`src/rtl/allcomp_ctrl_pkg.sv`:
```
// allcomp_ctrl_pkg: shared types and constants for the round-robin comparator controller
// Provides the FSM state enum, default sizing constants and the ID width helper.
package allcomp_ctrl_pkg;

    typedef enum logic [1:0] {IDLE, CMP, RESP} state_t;

    localparam int DEF_WIDTH = 4;
    localparam int DEF_NREQ  = 4;

    // Keep at least one ID bit so a single-requester build still has a legal port.
    function automatic int id_width(input int n);
        return (n > 1) ? $clog2(n) : 1;
    endfunction

endpackage

```
`src/rtl/allcomp.sv`:
```
// allcomp: unsigned magnitude comparator
// Ports: a, b operands; g = a>b, l = a<b, e = a==b (exactly one is high).
module allcomp #(
    parameter int WIDTH = 4
) (
    input  logic [WIDTH-1:0] a,
    input  logic [WIDTH-1:0] b,
    output logic             g,
    output logic             l,
    output logic             e
);

    assign g = a > b;
    assign l = a < b;
    assign e = a == b;

endmodule

```
`src/rtl/allcomp_rr_pick.sv`:
```
// allcomp_rr_pick: combinational round-robin picker
// Ports: req request vector, ptr scan start; win first set req at or above ptr
// (wrapping), any_req high when any request is set.
module allcomp_rr_pick
    import allcomp_ctrl_pkg::*;
#(
    parameter int NREQ = DEF_NREQ,
    localparam int ID_W = id_width(NREQ)
) (
    input  logic [NREQ-1:0] req,
    input  logic [ID_W-1:0] ptr,
    output logic [ID_W-1:0] win,
    output logic            any_req
);

    logic [NREQ-1:0] rot;
    logic [ID_W:0]   sum;

    // Rotate so bit k of rot is requester (ptr+k) mod NREQ; scanning k downward
    // lets the lowest set k, i.e. the nearest requester from ptr, win last.
    always_comb begin
        rot     = NREQ'({req, req} >> ptr);
        any_req = |req;
        win     = '0;
        sum     = '0;
        for (int k = NREQ - 1; k >= 0; k--) begin
            if (rot[k]) begin
                sum = {1'b0, ptr} + (ID_W + 1)'(k);
                win = ID_W'((sum >= (ID_W + 1)'(NREQ)) ? sum - (ID_W + 1)'(NREQ) : sum);
            end
        end
    end

endmodule

```
`src/rtl/allcomp_rr_ctrl.sv`:
```
// allcomp_rr_ctrl: round-robin scheduler sharing one allcomp comparator among NREQ requesters
// Ports: req/a_in/b_in requester side (slice i owns [i*WIDTH +: WIDTH]);
// gnt one-hot grant pulse; rsp_valid/rsp_id/rsp_g/rsp_l/rsp_e tagged result pulse;
// busy high outside IDLE. Async active-low reset rst_n.
module allcomp_rr_ctrl
    import allcomp_ctrl_pkg::*;
#(
    parameter int WIDTH = DEF_WIDTH,
    parameter int NREQ  = DEF_NREQ,
    localparam int ID_W = id_width(NREQ)
) (
    input  logic                  clk,
    input  logic                  rst_n,
    input  logic [NREQ-1:0]       req,
    input  logic [NREQ*WIDTH-1:0] a_in,
    input  logic [NREQ*WIDTH-1:0] b_in,
    output logic [NREQ-1:0]       gnt,
    output logic                  rsp_valid,
    output logic [ID_W-1:0]       rsp_id,
    output logic                  rsp_g,
    output logic                  rsp_l,
    output logic                  rsp_e,
    output logic                  busy
);

    state_t            state, nxt;
    logic [ID_W-1:0]   ptr, owner, win;
    logic              any_req;
    logic [WIDTH-1:0]  a_q, b_q;
    logic              g, l, e;
    logic [WIDTH-1:0]  a_arr [NREQ];
    logic [WIDTH-1:0]  b_arr [NREQ];

    for (genvar i = 0; i < NREQ; i++) begin : g_slice
        assign a_arr[i] = a_in[i*WIDTH +: WIDTH];
        assign b_arr[i] = b_in[i*WIDTH +: WIDTH];
    end

    allcomp_rr_pick #(.NREQ(NREQ)) u_pick (
        .req     (req),
        .ptr     (ptr),
        .win     (win),
        .any_req (any_req)
    );

    allcomp #(.WIDTH(WIDTH)) u_cmp (
        .a (a_q),
        .b (b_q),
        .g (g),
        .l (l),
        .e (e)
    );

    always_ff @(posedge clk or negedge rst_n) begin
        if (!rst_n) state <= IDLE;
        else        state <= nxt;
    end

    always_comb begin
        nxt = (state == IDLE) ? (any_req ? CMP : IDLE) :
              (state == CMP)  ? RESP : IDLE;
    end

    // Grant and valid are decoded from state so an async reset drops them at once.
    always_comb begin
        gnt       = (state == CMP) ? NREQ'(1) << owner : '0;
        rsp_valid = state == RESP;
        busy      = state != IDLE;
    end

    always_ff @(posedge clk or negedge rst_n) begin
        if (!rst_n) begin
            ptr    <= '0;
            owner  <= '0;
            a_q    <= '0;
            b_q    <= '0;
            rsp_id <= '0;
            rsp_g  <= 1'b0;
            rsp_l  <= 1'b0;
            rsp_e  <= 1'b0;
        end else begin
            if (state == IDLE && any_req) begin
                owner <= win;
                a_q   <= a_arr[win];
                b_q   <= b_arr[win];
            end
            if (state == CMP) begin
                rsp_id                <= owner;
                {rsp_g, rsp_l, rsp_e} <= {g, l, e};
                ptr                   <= (owner == ID_W'(NREQ - 1)) ? '0 : owner + 1'b1;
            end
            // rsp_id deliberately holds; only the flags return to zero.
            if (state == RESP) {rsp_g, rsp_l, rsp_e} <= 3'b000;
        end
    end

endmodule

```
`config.mk`:
```
export PLATFORM = sky130hd
export DESIGN_NAME = allcomp_rr_ctrl
export DESIGN_NICKNAME = d
export VERILOG_FILES = /design/src/rtl/allcomp_ctrl_pkg.sv /design/src/rtl/allcomp.sv /design/src/rtl/allcomp_rr_pick.sv /design/src/rtl/allcomp_rr_ctrl.sv
export SDC_FILE = /design/constraint.sdc
export NUM_CORES = 1
export LEC_CHECK = 0
export CAP_MARGIN = 20
export CORE_ASPECT_RATIO = 0.6
export CORE_MARGIN = 1.5
export CORE_UTILIZATION = 25
export DETAILED_ROUTE_END_ITERATION = 12
export GPL_ROUTABILITY_DRIVEN = 0
export PLACE_DENSITY_LB_ADDON = 0.08
export SLEW_MARGIN = 20
export SYNTH_ARGS = -nofsm -noshare
export SYNTH_HDL_FRONTEND = slang
export SYNTH_SLANG_ARGS = --single-unit
```
`constraint.sdc`:
```
create_clock -name clk -period 2.3 [get_ports clk]
set_input_delay 0.69 -clock clk [delete_from_list [all_inputs] [get_ports clk]]
set_output_delay 0.69 -clock clk [all_outputs]
set_load 0.02 [all_outputs]
```
; ---- Word level (Yosys, flattened, before mapping)
; Cells that the tools add are included.
[word_totals]
regBits = 19
[classes]
add_sub_neg = 8
order_cmp = 7
n_eq_ne = 4
shifts = 2
muxes = 25
n_bitwise = 1
n_reduce_logical = 5
[ops]
columns = cell, count
row1 = 2-bit 2-to-1 mux, 11
row2 = 4-bit 2-to-1 mux, 5
row3 = 4-bit binary-select mux with 2-bit select, 2
row4 = 3-bit >= comparator (second input constant), 4
row5 = 8-bit by 2-bit >> shifter with 4-bit output, 1
row6 = 2-bit by 1-bit subtractor with 2-bit output (second input constant), 4
row7 = 1-bit 2-to-1 mux, 7
row8 = 2-bit by 2-bit adder with 3-bit output (second input constant), 2
row9 = 2-bit == test (second input constant), 2
row10 = 4-bit == test, 1
row11 = 4-bit > comparator, 1
row12 = 4-bit less-than comparator, 1
row13 = 2-bit nonzero test, 2
row14 = 4-bit OR reduction, 1
row15 = 1-bit by 2-bit << shifter with 4-bit output (first input constant), 1
row16 = 2-bit by 1-bit adder with 3-bit output (second input constant), 1
row17 = 2-bit by 3-bit >= comparator with 1-bit output (second input constant), 1
row18 = 2-bit inverter with 3-bit output, 1
row19 = 2-bit by 1-bit adder with 2-bit output (second input constant), 1
row20 = 2-bit by 1-bit == test with 1-bit output (second input constant), 1
row21 = 2-bit logical NOT, 1
row22 = 1-bit logical AND, 1

; ---- Longest topological paths before layout
[logic_depth]
depth_word = 11
depth_mapped = 8
depth_no_buf = 7

; ---- Cells and area by module
; Synthesis repeated with hierarchy kept, for this count alone.
[unflattened]
cells_unflattened = 101
area_unflattened_um2 = 1263.7
[by_module_without_submodules]
columns = mod, instances, cells_each, area_each_um2, seq_area_each_um2
row1 = allcomp_rr_ctrl, 1, 74, 1063.5, 475.5
row2 = allcomp, 1, 16, 128.9, 0.0
row3 = allcomp_rr_pick, 1, 11, 71.3, 0.0

; ---- Worst setup path after synthesis
; OpenSTA, ideal clock, no wires.
[synth_path]
path_type = input -> register
start = input req[0]
end = register a_q[3]
t_arrival_ns = 1.872
required_ns = 2.166
setup_slack_ns = 0.294
cell_stages = 6
path_cell_list = nor2b_1 > or4_4 > buf_6 > buf_6 > a311oi_2 > o31ai_2
[synth_between]
elab_chain_cells = 9
word_cells_on_any_way = 11
classes_between = shift: 1 / mux: 7 / bitwise: 1 / reduce/logical: 2
[synth_lines]
columns = element, line
row1 = "start, declared", allcomp_rr_ctrl.sv:14  ; input logic [NREQ-1:0] req,
row2 = 8-bit by 2-bit >> shifter with 4-bit output, allcomp_rr_pick.sv:22  ; rot = NREQ'({req, req} >> ptr);
row3 = 2-bit 2-to-1 mux (4 in series), allcomp_rr_pick.sv:27  ; if (rot[k]) begin
row4 = 2-bit inverter with 3-bit output (not written as such), allcomp_rr_ctrl.sv:84  ; a_q <= a_arr[win];
row5 = 4-bit binary-select mux with 2-bit select, allcomp_rr_ctrl.sv:84
row6 = 4-bit 2-to-1 mux (not written as such) (2 in series), allcomp_rr_ctrl.sv:84
row7 = "end signal, assigned", allcomp_rr_ctrl.sv:84
row8 = "end, declared", allcomp_rr_ctrl.sv:29  ; logic [WIDTH-1:0] a_q, b_q;
; Parallel ways exist; a longest one is shown, timed or not. The select of a mux whose other input is x is not followed.
; A chain may end at the register's enable or synchronous reset.

; ---- Worst setup path in the final report
[layout_path]
start = input req[2]
end = register b_q[3]
[layout_between]
elab_chain_cells = 9
word_cells_on_any_way = 11
classes_between = shift: 1 / mux: 7 / bitwise: 1 / reduce/logical: 2
[layout_lines]
columns = element, line
row1 = 8-bit by 2-bit >> shifter with 4-bit output, allcomp_rr_pick.sv:22
row2 = 2-bit 2-to-1 mux (4 in series), allcomp_rr_pick.sv:27
row3 = 2-bit inverter with 3-bit output (not written as such), allcomp_rr_ctrl.sv:85  ; b_q <= b_arr[win];
row4 = 4-bit binary-select mux with 2-bit select, allcomp_rr_ctrl.sv:85
row5 = 4-bit 2-to-1 mux (not written as such) (2 in series), allcomp_rr_ctrl.sv:85
row6 = "end signal, assigned", allcomp_rr_ctrl.sv:85
row7 = "end, declared", allcomp_rr_ctrl.sv:29
; Parallel ways exist; a longest one is shown, timed or not. The select of a mux whose other input is x is not followed.

==> impl_metrics.csv <==
group,metric,value,unit
synth,synth.area.mux_share,4.16,%
synth,ys_seq_elements,19,
routing,wl_per_cell,12.6,um
global_route,grt_overflow,0,
pwr,power_density,1140,mW/mm^2
synth,yosys.area_share.simple,19.7,%
synth,syn_area,0.00136,mm^2
sta,finalHoldViolations,0,
routing,routed_via_density,4.53,
sta,worst_slew_pin_slew,0.385,ns
global_route,grt_pass1_vias,1198,
sta,final_min_period_over_clock_period,98.0,%
synth,synthXorXnorAreaFrac,0,%
synth,synthAdderAreaFrac,10.2,%
finish,stdcell_count,274,
hold_path,min_path_type,"reg2reg",
clock_network,tritoncts,"done",
finish,area_delta_synth_final,53.5,%
global_route,grt_antenna_before_repair,0,
clock_network,cts.clk_slew.worst_paths,0.07,ns
routing,dr.pass1.iters,4,
critical_path,cp-end-kind,"register",
critical_path,required,2.44,ns
finish,final_cell_mix,"clkdlybuf4s50_1 (42), dfrtp_1 (19), nand2_1 (17)",
clock_network,clockRootBuffer,"clkbuf_8",
finish,final_common_cell,"clkdlybuf4s50_1",
finish,n_antenna_cell,0,
floorplanning,num_rows,20,
clock_network,cts_max_path_buffers,2,
synth,synthesis.nets,198,
placed_design,dpl.hpwl,2.94,mm
clock_network,post_cts_buffers,0,
routing,drc,0,
routing,routed_wl,3.46,mm
finish,drive_gt1_share,18.3,%
synth,synth_compound_area_share,23.2,%
sta,period_minus_slack,2.25,ns
sta,max-slew-margin-rel,74.3,%
clock_network,cts.sinks,19,
synth,yosysWarnings,0,
sta,max_freq,0.444,GHz
finish,nets,258,
clock_network,worst_skew_pair.late_latency,0.25,ns
placed_design,placed_cells,270,
synth,synth_top_family_by_area,"compound AO/OA/AOI/OAI gates",
clock_network,numCtsBuffers,3,
sta,setup_viol,0,
floorplanning,num_io_pins,49,
floorplanning,die_y,60.0,um
critical_path,worstPathArrival,2.39,ns
run_status,status,"complete, no violations",
finish,fillerInstances,514,
routing,drt_first_iter_violations,52,
sta,clock_skew,0.00459,ns
critical_path,critPathMaxFanout,17,
sta,slew_violations,0,
floorplanning,initial_core_util,26.4,%
critical_path,start_kind,"input pin",
sta,fin_tns_setup,0,ns
critical_path,path_class,"in2reg",
synth,synth.distinct_cells,33,
clock_network,h-tree-depth,1,
floorplanning,core-area,0.00513,mm^2
placed_design,port_buffers,48,
pwr,p_leak,0.00101,uW
floorplanning,die_x,98.0,um
routing,vias,1241,
global_route,grt_max_degree,20,
synth,syn_inst,149,
global_route,grt_pass1_wl,5.78,mm
routing,postRouteAntennaNets,0,
synth,seq_area_frac_synth,35.1,%
pwr,vdd_drop_max,314,uV
floorplanning,die-area,0.00589,mm^2
global_route,grt.total_usage,12.6,%
job,drv_cap,0,
synth,synth_area_per_cell,9.09,um^2
==> metal layers <==
layer / vias to the layer above / track usage, % / share of wire [%]
met5: - / 0 / 0
met4: 0 / 2.45 / 0.55
met3: 2 / 3.16 / 4.1
met2: 27 / 17.2 / 37
met1: 565 / 19.5 / 59
li1: 647 / - / -
==> flip-flops by register name, indices dropped and copies added (netlist names) <==
register	count
ptr	2
a_q	4
state	2
rsp_e	1
b_q	4
rsp_l	1
rsp_g	1
owner	2
rsp_id	2
==> cell type report <==
type / count / area [um^2] / area share, %
well taps: 66 / 82.6 / 3.97
inverters: 14 / 52.6 / 2.53
flip-flops and latches: 19 / 475 / 22.9
multi-input cells: 107 / 807 / 38.8
clock buffers: 4 / 45.0 / 2.17
repair buffers: 64 / 617 / 29.7
==> cell families (layout without fill, tap and decap cells) <==
kind of cell,count (synthesis),after routing
muxes,5,5
buffers and inverters,23,82
DFF,19,19
AOI/OAI and AO/OA,39,39
and+or+nand+nor,52,52
adders and majority gates,11,11
==> what timing repair did <==
| action | 4_1_cts | 5_1_grt |
|---|---|---|
| gates resized for setup | 8 | 7 |
| pin swaps | 0 | 5 |
| hold buffers | 0 | 0 |
| endpoints found under the setup margin | 7 | 9 |
==> cells in the mapped netlist <==
cell type	instances	share of area, %
dfrtp_1	19	35
nand2_1	17	4.7
inv_1	14	3.9
ha_1	11	10
nand3_1	8	3.0
o211a_1	8	5.9
a211oi_1	7	3.9
and3_1	7	3.2
o31ai_1	7	3.9
mux2_2	5	4.2
and2_1	4	1.8
nor2_1	4	1.1
nor2b_1	4	1.8
o21ai_0	4	1.5
a21oi_1	3	1.1
buf_2	3	1.1
clkbuf_1	3	0.83
nand2b_1	3	1.4
a211o_1	2	1.3
buf_6	2	1.7
o22ai_1	2	0.92
a21boi_0	1	0.55
a21boi_2	1	0.83
a21o_1	1	0.55
a311oi_2	1	1.1
buf_1	1	0.28
nand2_2	1	0.46
nand4_1	1	0.46
nor3_1	1	0.37
o31ai_2	1	0.92
o32a_1	1	0.74
or2_2	1	0.46
or4_4	1	0.83
==> metrics by stage <==
| stage | setup slack, ns | area, um^2 | hold WS [ns] | power, uW | util (%) |
|---|---|---|---|---|---|
| 2_1_floorplan | 0.294 | 1360 | 0.394 | 1580 | - |
| 3_3_place_gp | -0.374 | 2000 | 0.476 | 2120 | 39.0 |
| 3_5_place_dp | -0.347 | 2000 | 0.481 | 2130 | 39.0 |
| 4_1_cts | 0.0118 | 2060 | 0.498 | 2380 | 40.1 |
| 5_1_grt | -0.0126 | 2080 | 0.529 | 2600 | 40.5 |
| 6_report | 0.0467 | 2080 | 0.485 | 2370 | 40.5 |
==> worst paths after layout <==
path	from	cells past startpoint	end	slack, ns
min reg2reg	b_q[0]	2	b_q[0]	0.49
min	b_q[0]	2	b_q[0]	0.49
min in group asynchronous	rst_n	2	state[0]	0.77
max reg2reg	ptr[1]	4	b_q[3]	0.55
max	req[2]	7	b_q[3]	0.05
max in group asynchronous	rst_n	2	b_q[1]	1.33
==> critical path: stages <==
cell	delay (ns)
clkdlybuf4s50_1	0.43
nor2b_1	0.17
a21boi_0	0.13
o32a_1	0.38
buf_12	0.17
a211oi_2	0.32
o31ai_1	0.10
==> where the power goes <==
group	total [uW]	switching, uW	internal [uW]
registers	617	111	506
clock network	230	107	123
logic	1520	771	751
total	2370	990	1380
No activity file was read; power rests on OpenSTA's default activity.
